$ cat config.mk
export PLATFORM = sky130hd
export DESIGN_NAME = demo
export DESIGN_NICKNAME = d
export VERILOG_FILES = /design/src/rtl/demo_pkg.sv /design/src/rtl/demo_lock_timer.sv /design/src/rtl/demo.sv
export SDC_FILE = /design/constraint.sdc
export NUM_CORES = 1
export LEC_CHECK = 0
export ABC_AREA = 1
export BUFFER_PORTS_ARGS = -buffer_cell sky130_fd_sc_hd__buf_2
export CORE_AREA = 2 2 40 42
export DETAILED_ROUTE_END_ITERATION = 12
export DIE_AREA = 0 0 42 44
export PLACE_DENSITY = 0.77
export SLEW_MARGIN = 0
export SYNTH_ARGS = -nofsm -noshare
export SYNTH_HDL_FRONTEND = slang
export SYNTH_SLANG_ARGS = --single-unit
$ cat constraint.sdc
create_clock -name clk -period 2.95 [get_ports clk]
set_input_delay 0.295 -clock clk [delete_from_list [all_inputs] [get_ports clk]]
set_output_delay 0.295 -clock clk [all_outputs]
set_load 0.02 [all_outputs]
$ cat src/rtl/demo_pkg.sv
// Shared types and default constants for the demo bring-up counter.
// The state enum is kept to one bit so the lock FSM stays a single flop.
package demo_pkg;

    typedef enum logic {
        WAIT_LOCK = 1'b0,
        RUN       = 1'b1
    } demo_state_e;

    localparam int DEMO_WIDTH       = 8;
    localparam int DEMO_LOCK_CYCLES = 16;
    localparam int DEMO_STEP        = 1;

endpackage

$ cat src/rtl/demo_lock_timer.sv
// Power-on lock timer: models a clocking resource that needs LOCK_CYCLES
// edges after reset release before the datapath may run.
module demo_lock_timer
    import demo_pkg::*;
#(
    parameter int LOCK_CYCLES = DEMO_LOCK_CYCLES
) (
    input  logic clk,
    input  logic reset,
    output logic locked
);

    localparam int            CW   = $clog2(LOCK_CYCLES + 1);
    localparam logic [CW-1:0] LAST = CW'(LOCK_CYCLES - 1);

    demo_state_e   state;
    demo_state_e   state_nxt;
    logic [CW-1:0] cnt;
    logic [CW-1:0] cnt_nxt;

    always_ff @(posedge clk or negedge reset) begin
        if (!reset) begin
            state <= WAIT_LOCK;
            cnt   <= '0;
        end else begin
            state <= state_nxt;
            cnt   <= cnt_nxt;
        end
    end

    // The counter freezes on the edge that enters RUN; RUN only exits via reset.
    always_comb begin
        state_nxt = state;
        cnt_nxt   = cnt;
        case (state)
            WAIT_LOCK: begin
                if (cnt == LAST) begin
                    state_nxt = RUN;
                end else begin
                    cnt_nxt = cnt + 1'b1;
                end
            end
            RUN: begin
                state_nxt = RUN;
            end
            default: begin
                state_nxt = WAIT_LOCK;
            end
        endcase
    end

    assign locked = (state == RUN);

endmodule

$ cat src/rtl/demo.sv
// Reference bring-up block: a free-running up-counter that only starts
// once the lock timer reports lock. `out` is driven straight from a flop.
module demo
    import demo_pkg::*;
#(
    parameter int WIDTH       = DEMO_WIDTH,
    parameter int LOCK_CYCLES = DEMO_LOCK_CYCLES,
    parameter int STEP        = DEMO_STEP
) (
    input  logic             clk,
    input  logic             reset,
    input  logic             enable,
    output logic [WIDTH-1:0] out
);

    localparam logic [WIDTH-1:0] STEP_W = WIDTH'(STEP);

    // Modulo-2^WIDTH add: the counter wraps naturally, no saturation.
    function automatic logic [WIDTH-1:0] wrap_add(input logic [WIDTH-1:0] a,
                                                  input logic [WIDTH-1:0] b);
        return a + b;
    endfunction

    logic locked;

    demo_lock_timer #(
        .LOCK_CYCLES(LOCK_CYCLES)
    ) u_lock (
        .clk   (clk),
        .reset (reset),
        .locked(locked)
    );

    always_ff @(posedge clk or negedge reset) begin
        if (!reset) begin
            out <= '0;
        end else if (locked && enable) begin
            out <= wrap_add(out, STEP_W);
        end
    end

endmodule

==> flow_metrics.tcl <==
set metrics [dict create \
    routed_wl_um 1180 \
    grt_antenna_before_repair 0 \
    syn2layout_area_growth_pct 17.2 \
    stdcell_count 107 \
    max_freq_ghz 0.618 \
    grt-busiest-layer "met2" \
    ys_types 15 \
    avgSynthCellArea_um2 8.89 \
    num_vias 500 \
    tns_ns 0 \
    syn_nets 82 \
    ant_nets 0 \
    drtIter0Drc 4 \
    rows 14 \
    dp_cells 102 \
    ys_seq_area_frac 0.519 \
    hold_violations 0 \
    die_h_um 44 \
    tightest_slew_ns 0.311 \
    critPathRequiredTime_ns 3.15 \
    power.total_uw 580 \
    cp_cell_sequence "ha_1, and3_1, ha_1, nor2_2, inv_2, nor2_2, xor2_1" \
    syn_inst 76 \
    grt_overflow 0 \
    grt_max_degree 15 \
    cp-start-kind "flop" \
    grt_pass1_vias 512 \
    fillers 124 \
    p_switching_uw 215 \
    cts_buffer_depth 2 \
    use_met3 0.0250 \
    fin_crit_ns 1.62 \
    status "completed" \
    drv_slew 0 \
    grt_use_met2 0.281 \
    setup_ws_ns 1.33 \
    fin_crit_sh 0.549 \
    yosysTopAreaCellShare 0.519 \
    fin_area_um2 792 \
    worst_r2r_path_depth 7 \
    cts-root-buf "clkbuf_4" \
    drv_cap 0 \
    nets 98 \
    ir_worst_vdd_uv 342 \
    cts_tree "built" \
    cp.arrival_ns 1.82 \
    io_buffers 10 \
    core-area_um2 1420 \
    io_pins 11 \
    cp-end-kind "flop" \
    start_util 0.476 \
    critical-path-max-stage-delay_ns 0.41 \
    dpl_cell_area_um2 746 \
    power.share.combinational 0.297 \
    cts.htree.levels 1 \
    drc_errors 0 \
    p_seq_frac 0.473 \
    drive_above_1_share 0.220 \
    synth_area_um2 676 \
    clock_skew_ns 0.000517 \
    hpwl_um 934 \
    dr.pass1.iters 2 \
    clk_pin_slew_ns 0.08 \
    pre_cts_ws_ns 1.33 \
    holdCritPathClass "input pin to flop" \
    fp.dieW_um 42 \
    gp_congestion 0.709 \
    synth.area.top_cells "dfrtp_1 (52%), nand2_1 (11%), inv_1 (6.7%)" \
    diodes 0 \
    clock_latency_ns 0.27 \
    report.final.setup_viol 0 \
    clkPwrFrac 0.230 \
    ys_warn_count 0 \
    powerDensity_nw_per_um2 733 \
    crit_slowest_cell "dfrtp_1" \
    rsz0062_at_grt "no" \
    grt_pass1_wl_um 2010 \
    leakage_uw 0.000401 \
    cts_setup_buffers 0 \
    hold_depth 4 \
    wl_per_cell_um 11.0 \
    track_usage 0.151 \
    tritoncts.num_buffers 3 \
    crit_type "flop to flop" \
    cts_sinks 14 \
    use_met1 0.156 \
    relSlewSlack 0.793 \
    sw_frac_of_total 0.370 \
    routed_via_density 4.67 \
    yosys.area.top_type "dfrtp_1" \
    synth_seq_cells 14 \
    dieArea_um2 1850 \
    intPower_uw 366 \
    crit_fanout 5 \
]
[Yosys cell counts]
master   count
and3_1       1
dfrtp_1     14
ha_1         3
inv_1       12
inv_2        1
nand2_1     19
nand2_2      1
nand3_1      6
nand4_1      1
nor2_1       6
nor2_2       3
nor2_4       1
o21ai_1      1
xnor2_1      3
xor2_1       4
[routing by layer]
metal / share of wire / wire (µm) / vias to the layer above
met2: 0.51 / 598 / 9
li1: - / - / 259
met4: 0.0085 / 10 / 0
met3: 0.037 / 44 / 2
met1: 0.45 / 524 / 230
met5: 0 / 0 / -
[stage by stage]
step,hold slack (ns),utilization
final,0.400,0.558
after global placement,0.201,0.526
after detailed placement,0.209,0.526
after floorplan,-0.000591,-
after global routing,0.429,0.558
after CTS,0.387,0.558
[cells in the final DEF, fill, tap and decap left out]
| cell | count |
|---|---|
| inv_2 | 1 |
| nor2_2 | 3 |
| nand2_1 | 19 |
| o21ai_1 | 1 |
| xor2_1 | 4 |
| xnor2_1 | 3 |
| dfrtp_1 | 14 |
| nor2_4 | 1 |
| clkbuf_4 | 3 |
| ha_1 | 3 |
| clkbuf_8 | 1 |
| nand3_1 | 6 |
| nand2_2 | 1 |
| nand4_1 | 1 |
| buf_2 | 10 |
| dlygate4sd3_1 | 1 |
| and3_1 | 1 |
| inv_1 | 12 |
| nor2_1 | 6 |
[worst max-delay path: cells and delay by family (launching register included)]
kind                     cells  cell delay (ns)
AND/OR/NAND/NOR              3             0.48
adder cells (fa/ha/maj)      2             0.41
flip-flops                   1             0.41
XOR/XNOR                     1             0.15
buffers and inverters        1             0.09
[state kept, by name (all words and copies together), names as in the netlist]
| name | count |
|---|---|
| out | 8 |
| u_lock.cnt | 5 |
| u_lock.locked | 1 |
[layout make-up]
class                      instances  area (µm²)  share of cell area
inverter                          13        48.8              0.0616
tap                               16        20.0              0.0253
timing repair buffer              11        60.1              0.0758
sequential                        14         350               0.442
clock buffer                       4        36.3              0.0458
multi-input combinational         49         277               0.349
[timing repair]
item                                    4_1_cts  5_1_grt
hold endpoints to repair                     14        0
hold buffers                                  1        0
endpoints found under the setup margin        0        0
gates resized for setup                       0        0
[power by group through the flow]
stage | Sequential [µW] | Clock [µW] | Combinational (µW)
finish | 274 | 134 | 172
detailed placement | 279 | 0 | 174
CTS | 275 | 139 | 175
floorplan | 316 | 0 | 74.2
global route | 282 | 144 | 193
global placement | 277 | 0 | 168
[path summary, 6_finish.rpt]
path                                           start                   endpoint  slack [ns]
max                        u_lock.cnt[0]$_DFFE_PN0P_  u_lock.cnt[3]$_DFFE_PN0P_        1.33
min in group asynchronous                      reset         out[2]$_DFFE_PN0P_        0.45
min reg2reg                u_lock.cnt[3]$_DFFE_PN0P_  u_lock.cnt[3]$_DFFE_PN0P_        0.48
min                                           enable         out[1]$_DFFE_PN0P_        0.40
max reg2reg                u_lock.cnt[0]$_DFFE_PN0P_  u_lock.cnt[3]$_DFFE_PN0P_        1.33
max in group asynchronous                      reset         out[5]$_DFFE_PN0P_        2.27
[logic make-up (layout without fill, tap and decap cells)]
| logic type | Yosys count | in the layout | synth area share |
|---|---|---|---|
| AO/OA/AOI/OAI | 1 | 1 | 0.00740 |
| XOR/XNOR | 7 | 7 | 0.0907 |
| adder cells (fa/ha/maj) | 3 | 3 | 0.0556 |
| buffers and inverters | 13 | 28 | 0.0722 |
| flip-flops | 14 | 14 | 0.519 |
| AND/OR/NAND/NOR | 38 | 38 | 0.256 |
Power figures use the tool's default switching activity.
